[src/rtl/rd_pair_sequencer.sv]
// Purpose: turns a {k,l} lookup pair into two back-to-back TX_RD reads and re-pairs the in-order RX_RD beats.
// Latency: k request 1 cycle after accept, l request 1 cycle later; resp_valid 1 cycle after the second beat.
// Backpressure: pair_ready drops on almostfull, in ISSUE_L, or at MAX_OUT pairs outstanding; almostfull stalls the l request.
// Optional: RD_PAIR_DEDUP_EN issues a single read when k==l and answers that pair with one beat.
module rd_pair_sequencer #(
   parameter int ADDR_W  = 58,
   parameter int DATA_W  = 512,
   parameter int MAX_OUT = 8,
   parameter int CNT_W   = 4
) (
   input  logic              CLK_400M,
   input  logic              spl_reset,
   input  logic              pair_valid,
   output logic              pair_ready,
   input  logic [ADDR_W-1:0] pair_addr_k,
   input  logic [ADDR_W-1:0] pair_addr_l,
   input  logic              spl_tx_rd_almostfull,
   output logic              cor_tx_rd_valid,
   output logic [ADDR_W-1:0] cor_tx_rd_addr,
   input  logic              io_rx_rd_valid,
   input  logic [DATA_W-1:0] io_rx_data,
   output logic              resp_valid,
   output logic [DATA_W-1:0] resp_data_k,
   output logic [DATA_W-1:0] resp_data_l,
   output logic [CNT_W-1:0]  outstanding,
   output logic              err_orphan
);

   typedef enum logic {IDLE, ISSUE_L} state_t;

   state_t              state_q, state_d;
   logic [ADDR_W-1:0]   addr_l_q, addr_l_d;
   logic                tx_vld_q, tx_vld_d;
   logic [ADDR_W-1:0]   tx_addr_q, tx_addr_d;
   logic                phase_q, phase_d;
   logic [CNT_W-1:0]    out_q, out_d;
   logic                resp_vld_q, resp_vld_d;
   logic [DATA_W-1:0]   data_k_q, data_k_d;
   logic [DATA_W-1:0]   data_l_q, data_l_d;
   logic                orphan_q, orphan_d;

   logic                accept;
   logic                complete;
   logic                dedup_hit;

   assign pair_ready = (state_q == IDLE) && !spl_tx_rd_almostfull
                       && (out_q < CNT_W'(MAX_OUT));
   assign accept     = pair_valid && pair_ready;

`ifdef RD_PAIR_DEDUP_EN
   localparam int PTR_W = (MAX_OUT > 1) ? $clog2(MAX_OUT) : 1;

   // One flag per outstanding pair, in issue order; the head belongs to the pair the next beat answers.
   logic [MAX_OUT-1:0]  flag_q, flag_d;
   logic [PTR_W-1:0]    wr_ptr_q, wr_ptr_d;
   logic [PTR_W-1:0]    rd_ptr_q, rd_ptr_d;
   logic                head_dedup;

   assign dedup_hit  = (pair_addr_k == pair_addr_l);
   assign head_dedup = flag_q[rd_ptr_q];

   // Flag FIFO: push on accept, pop on completion; outstanding doubles as its occupancy.
   always_comb begin
      flag_d   = flag_q;
      wr_ptr_d = wr_ptr_q;
      rd_ptr_d = rd_ptr_q;
      if (accept) begin
         flag_d[wr_ptr_q] = dedup_hit;
         wr_ptr_d         = wr_ptr_q + PTR_W'(1);
      end
      if (complete) begin
         rd_ptr_d = rd_ptr_q + PTR_W'(1);
      end
   end

   // Flag FIFO registers.
   always_ff @(posedge CLK_400M) begin
      if (spl_reset) begin
         flag_q   <= '0;
         wr_ptr_q <= '0;
         rd_ptr_q <= '0;
      end else begin
         flag_q   <= flag_d;
         wr_ptr_q <= wr_ptr_d;
         rd_ptr_q <= rd_ptr_d;
      end
   end
`else
   assign dedup_hit = 1'b0;
`endif

   // Issue FSM: k goes out the cycle after accept, l follows as soon as almostfull allows.
   always_comb begin
      state_d   = state_q;
      addr_l_d  = addr_l_q;
      tx_vld_d  = 1'b0;
      tx_addr_d = tx_addr_q;
      case (state_q)
         IDLE: begin
            if (accept) begin
               tx_vld_d  = 1'b1;
               tx_addr_d = pair_addr_k;
               addr_l_d  = pair_addr_l;
               if (!dedup_hit) begin
                  state_d = ISSUE_L;
               end
            end
         end
         ISSUE_L: begin
            if (!spl_tx_rd_almostfull) begin
               tx_vld_d  = 1'b1;
               tx_addr_d = addr_l_q;
               state_d   = IDLE;
            end
         end
         default: state_d = IDLE;
      endcase
   end

   // RX pairing: beats arrive in order, phase 0 is k and phase 1 is l; a beat with nothing outstanding is dropped.
   always_comb begin
      phase_d    = phase_q;
      data_k_d   = data_k_q;
      data_l_d   = data_l_q;
      resp_vld_d = 1'b0;
      orphan_d   = orphan_q;
      complete   = 1'b0;
      if (io_rx_rd_valid) begin
         if (!phase_q) begin
            if (out_q == '0) begin
               orphan_d = 1'b1;
            end
`ifdef RD_PAIR_DEDUP_EN
            else if (head_dedup) begin
               data_k_d   = io_rx_data;
               data_l_d   = io_rx_data;
               resp_vld_d = 1'b1;
               complete   = 1'b1;
            end
`endif
            else begin
               data_k_d = io_rx_data;
               phase_d  = 1'b1;
            end
         end else begin
            data_l_d   = io_rx_data;
            phase_d    = 1'b0;
            resp_vld_d = 1'b1;
            complete   = 1'b1;
         end
      end
   end

   // Outstanding pair count; pair_ready gating keeps it from passing MAX_OUT.
   always_comb begin
      out_d = out_q;
      case ({accept, complete})
         2'b10:   out_d = out_q + CNT_W'(1);
         2'b01:   out_d = out_q - CNT_W'(1);
         default: out_d = out_q;
      endcase
   end

   // FSM state register.
   always_ff @(posedge CLK_400M) begin
      if (spl_reset) begin
         state_q <= IDLE;
      end else begin
         state_q <= state_d;
      end
   end

   // Datapath and status registers; reset drops any in-flight pair and partial response.
   always_ff @(posedge CLK_400M) begin
      if (spl_reset) begin
         addr_l_q   <= '0;
         tx_vld_q   <= 1'b0;
         tx_addr_q  <= '0;
         phase_q    <= 1'b0;
         out_q      <= '0;
         resp_vld_q <= 1'b0;
         data_k_q   <= '0;
         data_l_q   <= '0;
         orphan_q   <= 1'b0;
      end else begin
         addr_l_q   <= addr_l_d;
         tx_vld_q   <= tx_vld_d;
         tx_addr_q  <= tx_addr_d;
         phase_q    <= phase_d;
         out_q      <= out_d;
         resp_vld_q <= resp_vld_d;
         data_k_q   <= data_k_d;
         data_l_q   <= data_l_d;
         orphan_q   <= orphan_d;
      end
   end

   assign cor_tx_rd_valid = tx_vld_q;
   assign cor_tx_rd_addr  = tx_addr_q;
   assign resp_valid      = resp_vld_q;
   assign resp_data_k     = data_k_q;
   assign resp_data_l     = data_l_q;
   assign outstanding     = out_q;
   assign err_orphan      = orphan_q;

endmodule

[config.mk]
export PLATFORM = sky130hd
export DESIGN_NAME = rd_pair_sequencer
export DESIGN_NICKNAME = d
export VERILOG_FILES = /design/src/rtl/rd_pair_sequencer.sv
export SDC_FILE = /design/constraint.sdc
export NUM_CORES = 2
export LEC_CHECK = 0
export ABC_AREA = 1
export CAP_MARGIN = 10
export CORE_AREA = 2 2 664 666
export DETAILED_ROUTE_END_ITERATION = 7
export DIE_AREA = 0 0 666 668
export HOLD_SLACK_MARGIN = 0.02
export PLACE_DENSITY = 0.37
export REMOVE_ABC_BUFFERS = 1
export SLEW_MARGIN = 20
export SYNTH_ARGS = -nofsm -noshare
export SYNTH_HDL_FRONTEND = slang
export SYNTH_SLANG_ARGS = --single-unit
[constraint.sdc]
create_clock -name CLK_400M -period 3.35 [get_ports CLK_400M]
set_clock_uncertainty 0.15 [all_clocks]
set_input_delay 0.67 -clock CLK_400M [delete_from_list [all_inputs] [get_ports CLK_400M]]
set_output_delay 0.67 -clock CLK_400M [all_outputs]
set_load 0.02 [all_outputs]
==> results.json <==
{
  "max_slew_margin_pct": 45.0,
  "drc": 0,
  "finalNetCount": 7377,
  "setup_ws_ns": 0.293,
  "die_y_microns": 668,
  "io_pins": 1723,
  "cts_tree": "built",
  "start_util_pct": 9.29,
  "synth_cell_types": 19,
  "finalHoldViolCount": 0,
  "grt_usage_pct": 14.5,
  "cp_cell_sequence": "clkdlybuf4s50_1",
  "regToRegSetupSlack_ns": 0.76,
  "antenna_left": 0,
  "synth_adder_area_share_pct": 0.0924,
  "layout_commonest_cell": "clkdlybuf4s50_1",
  "cp_slowest_stage_delay_ns": 1.02,
  "cts_max_level": 4,
  "synth_compound_area_share_pct": 14.9,
  "coreArea_sq_mm": 0.437,
  "fin_crit_sh_pct": 91.3,
  "viasPerCell": 3.41,
  "num_rows": 243,
  "setup_viol": 0,
  "cp.required_ns": 2.53,
  "p_total_w": 0.0454,
  "critPathTopFamily": "buffers and inverters",
  "powerDensity_mw_per_mm2": 643,
  "synthTopCellsByArea": "dfxtp_1 (57%), nor2_1 (9.5%), a21oi_1 (7.8%)",
  "cap_violations": 0,
  "cts_resized": 0,
  "clock_latency_ns": 0.86,
  "placed_cell_area_sq_mm": 0.0654,
  "synth_cells": 5073,
  "end_kind": "output pin",
  "gr-total-overflow": 0,
  "cp-start-kind": "flip-flop",
  "drt_wl_total_microns": 341000,
  "clkSinkCount": 1149,
  "worst_pin_slew_ns": 0.822,
  "fin_setup_tns_ns": 0,
  "cts_setup_buffers": 0,
  "die_w_microns": 666,
  "cp_max_fo": 2,
  "grt_pass1_vias": 41551,
  "synth_area_leader_cell": "dfxtp_1",
  "critPathKind": "flip-flop to output pin",
  "p_leak_nw": 23.7,
  "clkTransAtPathRegs_ns": 0.06,
  "grt_max_degree": 117,
  "ys_seq_elements": 1149,
  "cpMaxStageDelayCell": "clkdlybuf4s50_1",
  "finalInstanceArea_sq_mm": 0.0707,
  "clockBufferDepth": 4,
  "final_cell_mix": "clkdlybuf4s50_1 (1668), dfxtp_1 (1148), nor2_1 (1029)",
  "numCtsBuffers": 158,
  "drive_gt1_share_pct": 7.77,
  "syn2layout_area_growth_pct": 74.0,
  "whs_ns": 0.258,
  "rsz0062_at_grt": "no",
  "dp_hpwl_microns": 281000,
  "final_max_slew_viol_count": 0,
  "syn_area_sq_mm": 0.0406,
  "yosysWarnings": 0,
  "netlist.area_leader.share_pct": 56.6,
  "post-route-min-period_ns": 3.06,
  "pre_cts_ws_ns": 0.298,
  "cp.arrival_ns": 2.24,
  "yosysSeqAreaShare_pct": 56.6,
  "critPathBufInv": 1,
  "outcome": "finished clean",
  "antenna_found_initial": 77,
  "drt_iter0_markers": 2672,
  "fp.dieArea_sq_mm": 0.445,
  "synth_top_family_by_area": "simple AND/OR/NAND/NOR gates",
  "grt_pass1_wl_microns": 432000,
  "portBuffers": 1722,
  "yosys.area_share.simple_pct": 22.1,
  "drt_pass1_iterations": 7,
  "root_buffer": "clkbuf_16",
  "gp_congestion": 0.868,
  "synth_area_per_cell_sq_um": 8.01,
  "peakVddDrop_uv": 379,
  "clock.fmax_mhz": 327,
  "wl_per_cell_microns": 26.9,
  "hp-class": "input port to flip-flop",
  "yosys.area_share.xor_xnor_pct": 0.0431,
  "synthMuxAreaShare_pct": 1.43,
  "routed-via-count": 43127
}
## path summary, 6_finish.rpt
path	startpoint	end	cells after the start
min	io_rx_data[242]	resp_data_k[242]	3
min reg2reg	resp_data_k[405]	resp_data_k[405]	2
max reg2reg	outstanding[3]	resp_data_k[476]	7
max	resp_data_l[447]	resp_data_l[447]	1
## layout make-up
class                      count  area (sq um)
fill                       49702        367000
sequential                  1149         23000
timing repair buffer        1954         19500
multi-input combinational   3462         15700
tap                         5757          7200
clock buffer                 240          4670
clock inverter                40           519
inverter                      16          75.1
antenna                       18          45.0
## cells by family after synthesis
family	after synthesis
and+or+nand+nor	2189
muxes	58
AOI/OAI and AO/OA	1210
DFF	1149
xor gates and xnor gates	2
adders and majority gates	3
buffers and inverters	462
## stage by stage
step / util (%) / instances
global placement: 15.0 / 12337
finish: 16.2 / 12636
CTS: 16.1 / 12618
floorplan: - / 4627
detailed placement: 15.0 / 12337
global route: 16.2 / 12630
## flip-flops by register name, indices dropped and copies added, names as in the netlist
register,count
resp_data_l,512
resp_valid,1
resp_data_k,512
addr_l_q,58
cor_tx_rd_addr,58
err_orphan,1
cor_tx_rd_valid,1
outstanding,4
state_q,1
phase_q,1
## repair_timing
action,4_1_cts,5_1_grt
setup endpoints to repair,0,0
endpoints found under the hold margin,13,0
hold buffers,1,0
## cell usage after synthesis
master    count
clkbuf_1    263
nor3_4        1
buf_1        11
buf_4         3
nand3_1     573
xnor2_1       2
buf_2       169
dfxtp_1    1149
ha_1          3
nand2_2       3
nand4_1       1
mux2i_1      58
inv_1        14
nand2_1     581
inv_2         2
o21ai_0     574
a21oi_1     636
nor2_4        1
nor2_1     1029
## routing by layer
metal / vias to the layer above / routed length [microns] / track usage [%]
met1: 20858 / 124000 / 15.4
li1: 20275 / - / -
met2: 1550 / 167000 / 25.3
met5: - / 310 / 0
met4: 48 / 9890 / 3.76
met3: 396 / 38900 / 7.22
## power breakdown
group / internal [W] / switching, W
logic: 0.00450 / 0.00773
registers: 0.0150 / 0.000760
clock network: 0.0101 / 0.00732
Power figures use the tool's default switching activity.
